--- config.mk ---
export PLATFORM = sky130hd
export DESIGN_NAME = serial_subtractor_flat
export DESIGN_NICKNAME = d
export VERILOG_FILES = /design/src/rtl/serial_subtractor_if.sv /design/src/rtl/serial_subtractor.sv /design/src/flat_wrapper.sv
export SDC_FILE = /design/constraint.sdc
export NUM_CORES = 1
export LEC_CHECK = 0
export CAP_MARGIN = 10
export CORE_MARGIN = 4
export CORE_UTILIZATION = 50
export CTS_CLUSTER_DIAMETER = 200
export DETAILED_ROUTE_END_ITERATION = 8
export MAX_ROUTING_LAYER = met4
export PLACE_DENSITY = 0.73
export SKIP_CTS_REPAIR_TIMING = 1
export SYNTH_ARGS = -nofsm -noshare
export SYNTH_HDL_FRONTEND = slang
export SYNTH_SLANG_ARGS = --single-unit
--- constraint.sdc ---
create_clock -name clk -period 9.16 [get_ports clk]
set_clock_uncertainty 0.1 [all_clocks]
set_input_delay 2.748 -clock clk [delete_from_list [all_inputs] [get_ports clk]]
set_output_delay 2.748 -clock clk [all_outputs]
set_load 0.03 [all_outputs]
--- src/rtl/serial_subtractor_if.sv ---
// Start/done handshake bundle for serial_subtractor.
// master drives start and operands; slave returns busy, done and the result.
interface serial_subtractor_if #(
  parameter int N = 32
);
  logic         start;
  logic [N-1:0] minuend;
  logic [N-1:0] subtrahend;
  logic         busy;
  logic         done;
  logic [N-1:0] difference;
  logic         borrow_out;
  logic         overflow;

  modport master (
    output start, minuend, subtrahend,
    input  busy, done, difference, borrow_out, overflow
  );

  modport slave (
    input  start, minuend, subtrahend,
    output busy, done, difference, borrow_out, overflow
  );
endinterface

--- src/rtl/serial_subtractor.sv ---
// Multi-cycle A-B, W bits per cycle LSB first, borrow held between chunks.
// Ports: clk, rst_n (async low), bus (slave: start/operands in, busy/done/result out).
module serial_subtractor #(
  parameter int N = 32,
  parameter int W = 8
) (
  input logic                clk,
  input logic                rst_n,
  serial_subtractor_if.slave bus
);
  localparam int C  = N / W;
  localparam int CW = (C > 1) ? $clog2(C) : 1;

  if (W < 1 || W > N || (N % W) != 0) begin : g_bad_param
    $error("serial_subtractor: W must divide N and 1 <= W <= N");
  end

  typedef enum logic [1:0] {
    IDLE = 2'd0,
    BUSY = 2'd1,
    DONE = 2'd2
  } state_t;

  state_t state, state_nx;

  logic [N-1:0]  a_q, b_q, res_q, res_nx;
  logic [N-1:0]  diff_q;
  logic          brw_q, bo_q, ov_q;
  logic [CW-1:0] cnt_q;
  logic [W:0]    sub;
  logic          accept, last, ovf;

  assign accept = bus.start && (state != BUSY);
  assign last   = (cnt_q == CW'(C - 1));

  // One W-bit chunk plus incoming borrow; sub[W] is the outgoing borrow.
  always_comb begin
    sub = {1'b0, a_q[int'(cnt_q)*W +: W]}
        - {1'b0, b_q[int'(cnt_q)*W +: W]}
        - (W+1)'(brw_q);
    res_nx = res_q;
    res_nx[int'(cnt_q)*W +: W] = sub[W-1:0];
    ovf = (a_q[N-1] ^ b_q[N-1])
        & (res_nx[N-1] ^ a_q[N-1]);
  end

  always_ff @(posedge clk or negedge rst_n) begin
    if (!rst_n) state <= IDLE;
    else        state <= state_nx;
  end

  always_comb begin
    state_nx = state;
    unique case (1'b1)
      (state == IDLE): if (bus.start) state_nx = BUSY;
      (state == BUSY): if (last) state_nx = DONE;
      (state == DONE): state_nx = bus.start ? BUSY : IDLE;
      default:         state_nx = IDLE;
    endcase
  end

  always_comb begin
    bus.busy       = (state == BUSY);
    bus.done       = (state == DONE);
    bus.difference = diff_q;
    bus.borrow_out = bo_q;
    bus.overflow   = ov_q;
  end

  always_ff @(posedge clk or negedge rst_n) begin
    if (!rst_n) begin
      a_q    <= '0;
      b_q    <= '0;
      res_q  <= '0;
      brw_q  <= 1'b0;
      cnt_q  <= '0;
      diff_q <= '0;
      bo_q   <= 1'b0;
      ov_q   <= 1'b0;
    end else if (accept) begin
      a_q   <= bus.minuend;
      b_q   <= bus.subtrahend;
      brw_q <= 1'b0;
      cnt_q <= '0;
    end else if (state == BUSY) begin
      res_q <= res_nx;
      brw_q <= sub[W];
      cnt_q <= cnt_q + 1'b1;
      if (last) begin
        diff_q <= res_nx;
        bo_q   <= sub[W];
        ov_q   <= ovf;
      end
    end
  end
endmodule
--- src/flat_wrapper.sv ---
// flat-port wrapper written by rule: the top's interface ports become plain ports
module serial_subtractor_flat 
#(
  parameter int N = 32,
  parameter int W = 8
)
  (clk, rst_n, bus_start, bus_minuend, bus_subtrahend, bus_busy, bus_done, bus_difference, bus_borrow_out, bus_overflow);
  serial_subtractor_if #(.N(N)) bus_i ();
  input logic clk;
  input logic rst_n;
  input wire logic [$bits(bus_i.start)-1:0] bus_start;
  input wire logic [$bits(bus_i.minuend)-1:0] bus_minuend;
  input wire logic [$bits(bus_i.subtrahend)-1:0] bus_subtrahend;
  output wire logic [$bits(bus_i.busy)-1:0] bus_busy;
  output wire logic [$bits(bus_i.done)-1:0] bus_done;
  output wire logic [$bits(bus_i.difference)-1:0] bus_difference;
  output wire logic [$bits(bus_i.borrow_out)-1:0] bus_borrow_out;
  output wire logic [$bits(bus_i.overflow)-1:0] bus_overflow;
  assign bus_i.start = bus_start;
  assign bus_i.minuend = bus_minuend;
  assign bus_i.subtrahend = bus_subtrahend;
  assign bus_busy = bus_i.busy;
  assign bus_done = bus_i.done;
  assign bus_difference = bus_i.difference;
  assign bus_borrow_out = bus_i.borrow_out;
  assign bus_overflow = bus_i.overflow;
  serial_subtractor #(.N(N), .W(W)) u_core (.clk(clk), .rst_n(rst_n), .bus(bus_i));
endmodule
Word level (Yosys, flattened, before mapping) --
Cells that the tools add are included.
Operators by class: reduce and logical (&&, ||, !) cells 6, multiplexer cells 9, equal/unequal tests 6, bitwise operators 4, shifts and indexed selects 4, add/sub/neg operators 4
Operator list (number):
- $shiftx A32 B6 Y8 | 2
- $neg A5 Y33 | 1
- $shift A8 B33 Y32 const A | 1
- $shiftx A8 B33 Y32 | 1
- $bwmux W32 | 1
- $sub A8 B8 Y9 | 1
- $sub A9 B1 Y9 | 1
- $mux W2 | 4
- $pmux W2 S3 | 1
- $eq A2 B2 Y1 const B | 2
- $ne A2 B1 Y1 const B | 2
- $reduce_and A2 Y1 | 2
- $mux W1 | 3
- $reduce_and A3 Y1 | 1
- $add A2 B1 Y2 const B | 1
- $eq A2 B1 Y1 const B | 1
- $logic_not A2 Y1 | 1
- $ne A2 B2 Y1 const B | 1
- $reduce_bool A2 Y1 | 1
- $xor A1 B1 Y1 | 2
- $and A1 B1 Y1 | 1
- $logic_and A1 B1 Y1 | 1
- $not A1 Y1 | 1
Word-level totals: output and inout bits 36, word-level logic and storage cells 42, flip-flop bits (word level) 135

Depth between registers and ports, before layout --
depth after elaboration 7, mapped depth 13, gate-level depth less buffers 11

Worst setup path before layout --
Ideal clock, no wire load.
path type reg2out, start register u_core.state[1], end output port bus_busy, required time 6.312 ns, path slack 5.145 ns, stages on the path, launching flop included 5, arrival 1.167 ns, path buffers 2, cell sequence dfrtp_1 -> nand2b_1 -> clkbuf_1 -> inv_1 -> clkbuf_1
On the way: word-level cells in the longest chain between the ends 1
RTL lines:
- start, declared | line serial_subtractor.sv:24 | state_t state, state_nx;
- start signal, assigned | line serial_subtractor.sv:49 | else state <= state_nx;
- $eq A2 B1 Y1 | line serial_subtractor.sv:63 | bus.busy = (state == BUSY);
- end, declared | line flat_wrapper.sv:14 | output wire logic [$bits(bus_i.busy)-1:0] bus_busy;
Every way passes these cells.

Worst setup path after layout --
Same ends and word-level chain as after synthesis.

==> impl_results.md <==
* Status: completed
* Vias in the first global route at 4498
* Remaining antenna violation count after routing at 0
* Most instantiated cells after synthesis: sky130_fd_sc_hd__dfrtp_1 (135), sky130_fd_sc_hd__mux2_2 (64), sky130_fd_sc_hd__nand2_1 (40)
* Number of enable-type register cells in the synthesized netlist at 0
* Data required time of the critical path at ~6.3 ns
* Post-synthesis cell count at just over 500
* Placed wire-length estimate at 9.84 mm
* Delay of the slowest cell on the worst path at 0.75 ns
* Drt pass-1 iters at 4
* WHS Path Cells at 2
* DRC violations left at 0
* Number of antenna violations at the first check in global routing at 0
* Crit path capture type: output pin
* Post-route insts no fill at around 790
* PnR worst setup slack at 3.96 ns
* Register-to-register setup slack at slightly above 5 ns
* Max-slew violation count at 0
* Number of maximum-capacitance violations at 0
* CTS tree: done
* Highest-delay cell along the critical path: sky130_fd_sc_hd__clkdlybuf4s50_1
* Total number of H-tree levels at 4
* Worst Path Buf+Inv at 2
* Number of unique standard cell types used by synthesis at 45
* Cell Count Post-Placement at 762
* Port Buffer Count at 102
* Type of the worst setup path: reg2out
* Leading cell types by total area after synthesis: sky130_fd_sc_hd__dfrtp_1 (54%), sky130_fd_sc_hd__mux2_2 (11%), sky130_fd_sc_hd__mux4_2 (5.7%)
* Main combinational cell family by area after synthesis: multiplexers
* Detail-routed net length per standard cell at approximately 18 um
* Worst-case hold slack at 0.376 ns
* Warning count from the yosys run at 0
* Netlist area before placement at 6310 um^2
* Flops & latches, synth at ~140
* WL final at 13.9 mm
* Setup_tns at 0 ns
* Root buffer selected by CTS: sky130_fd_sc_hd__clkbuf_16
* Area of the core region at 12200 um^2
* Leading cell type by number of instances after synthesis: sky130_fd_sc_hd__dfrtp_1
* Pre-CTS WS at 4.41 ns
* Number of I/O pins at 103
* Pin slew with the least headroom to its limit at 1.04 ns
* Net Count, Synth at between 600 and 700
* Final Hold Violating Endpoints at 0
* Largest fanout on the critical path at 16
* Final critical path time including I/O delays and setup at 5.20 ns
* Max transition margin at approximately 30%
* Setup Viol. Count Final at 0
* Hold path start: u_core.bus.difference[23]$_DFFE_PN0P_
* Critical Path Source Type: flop
* Hold worst-path end: u_core.bus.difference[23]$_DFFE_PN0P_
* Die Wd at 120 um
* Library cell occupying the most area in the post-synthesis netlist: sky130_fd_sc_hd__dfrtp_1
* Unrepaired setup endpoints after global routing: false
* Top delay family on crit path: buffers and inverters
* Vias per Instance at 5.50
* Worst min path class: reg2reg
* Final net count at 700
* Final clock period utilization by the worst path at 56.7%
* Clock buffer depth at 2
* P&R area growth vs syn at 28.7%
* Endpoint of the most critical register-to-register path: u_core.bus.overflow$_DFFE_PN0P_
* Number of cells traversed by the worst register-to-register path at 11
* Ordered list of cells on the worst path: nand2b_1 -> inv_1 -> clkdlybuf4s50_1
* Sequential fraction of the synthesis area at 53.6%
* Multiplexer area fraction after synthesis at 17.3%
* Vertical die dimension at 120 um
* Worst EP arrival at roughly 2.4 ns
* Num rows at 40
* Number of CTS-inserted buffers at 17
* Async set or reset register ratio after synthesis at between 90% and 100%
* Later-pin clock latency in the skew report at approximately 0.42 ns
* Iteration-0 DRC Markers at around 280
* ANT cells at 0
* Fraction of layout cells with a size suffix above 1 at roughly a fifth
* Total die area at 14500 um^2
* Parity-gate share of the synthesized area counting xor and xnor cells at 0.952%
* Vias after detailed routing at about 4400
* Initial core utilization at 51.9%
* Routability congestion estimate at 0.816
* Clk pin slew, worst setup/hold paths at 0.06 ns
* Fraction of synthesized cell area taken by the top area cell type at 53.6%
* Compound-cell area share of the yosys netlist at about an eighth
* Remaining global-route overflow at 0
* Source of the worst register-to-register timing path: u_core.cnt_q[0]$_DFFE_PN0P_
* Post-synthesis simple-gate area fraction at under 10%
* Synth Flop Type: sky130_fd_sc_hd__dfrtp_1
* Global-route wire length before repair at 22.9 mm
* Total global-route track usage at 21.1%
* Pin count of the biggest net entering global routing at 73
* Share of synthesized cell area in full adder, half adder and majority cells at 4.20%
* Clock Sink Count at 135
* Syn avg cell area at 12.2 um^2
* Peak clock frequency supported by timing at between 150 and 200 MHz
[worst max-delay path by stage]
stage                                      startpoint        to  cells past startpoint
after global routing      u_core.state[1]$_DFFE_PN0P_  bus_busy                      3
after CTS                 u_core.state[1]$_DFFE_PN0P_  bus_busy                      3
after global placement    u_core.state[1]$_DFFE_PN0P_  bus_busy                      3
after detailed placement  u_core.state[1]$_DFFE_PN0P_  bus_busy                      3
final                     u_core.state[1]$_DFFE_PN0P_  bus_busy                      3
after floorplan           u_core.state[1]$_DFFE_PN0P_  bus_busy                      4
[worst min-delay path, stage by stage (launching register included)]
cell,delay (ns)
sky130_fd_sc_hd__dfrtp_1,0.34
sky130_fd_sc_hd__nand2_1,0.05
sky130_fd_sc_hd__o21ai_0,0.06
[placed cells by master, fill, tap and decap left out, types with 2 or more instances in the layout]
master / instances
sky130_fd_sc_hd__buf_4: 5
sky130_fd_sc_hd__and3_1: 4
sky130_fd_sc_hd__o221ai_1: 4
sky130_fd_sc_hd__clkdlybuf4s50_1: 101
sky130_fd_sc_hd__o21a_1: 7
sky130_fd_sc_hd__ha_1: 18
sky130_fd_sc_hd__nand3_1: 5
sky130_fd_sc_hd__nor2_1: 8
sky130_fd_sc_hd__nand2b_1: 3
sky130_fd_sc_hd__mux4_2: 16
sky130_fd_sc_hd__bufinv_16: 5
sky130_fd_sc_hd__a21oi_1: 31
sky130_fd_sc_hd__clkbuf_8: 5
sky130_fd_sc_hd__inv_1: 31
sky130_fd_sc_hd__clkbuf_16: 17
sky130_fd_sc_hd__dfrtp_1: 135
sky130_fd_sc_hd__nand2_1: 39
sky130_fd_sc_hd__xor2_1: 2
sky130_fd_sc_hd__fa_1: 2
sky130_fd_sc_hd__xnor2_1: 3
sky130_fd_sc_hd__a22o_1: 27
sky130_fd_sc_hd__mux2_2: 64
sky130_fd_sc_hd__nor2b_1: 25
sky130_fd_sc_hd__o21ai_1: 3
sky130_fd_sc_hd__nor3b_1: 4
sky130_fd_sc_hd__o31a_1: 2
sky130_fd_sc_hd__o21ai_0: 25
sky130_fd_sc_hd__nor3_1: 3
sky130_fd_sc_hd__clkbuf_1: 3
sky130_fd_sc_hd__o31ai_1: 9
[cell families (layout without fill, tap and decap cells)]
| kind of cell | Yosys count | count (layout) |
|---|---|---|
| AO/OA/AOI/OAI | 115 | 115 |
| flip-flops | 135 | 135 |
| buffers and inverters | 61 | 170 |
| XOR/XNOR | 6 | 6 |
| AND/OR/NAND/NOR | 99 | 99 |
| adder cells (fa/ha/maj) | 20 | 20 |
| multiplexers | 81 | 81 |
[cell type report]
| class | instances | area [um^2] |
|---|---|---|
| fillers | 920 | 4040 |
| well taps | 168 | 210 |
| clock inverters | 7 | 163 |
| clock buffers | 25 | 505 |
| multi-input cells | 321 | 2700 |
| flip-flops and latches | 135 | 3380 |
| inverters | 32 | 120 |
| repair buffers | 106 | 1050 |
[flip-flops by register name, summed over array words and instances, names as in the netlist]
register / count
u_core.a_q: 32
u_core.b_q: 32
u_core.cnt_q: 2
u_core.res_q: 32
u_core.bus.difference: 32
u_core.bus.borrow_out: 1
u_core.state: 2
u_core.bus.overflow: 1
u_core.brw_q: 1
[routing by layer]
metal | global-route usage, % | wire length, um | up-vias
li1 | - | - | 2029
met1 | 25.5 | 5760 | 2200
met2 | 34.5 | 7210 | 120
met3 | 5.66 | 740 | 20
met4 | 7.15 | 244 | 0
met5 | - | 0 | -
[through the flow]
stage               cell area (um^2)  util (%)
finish                          8120      66.8
global route                    8120      66.8
CTS                             8120      66.8
detailed placement              7450      61.3
global placement                7450      61.3
floorplan                       6310         -
Power is not shown: default switching activity piles up to over one toggle a cycle in this logic, so the estimate is an artifact.
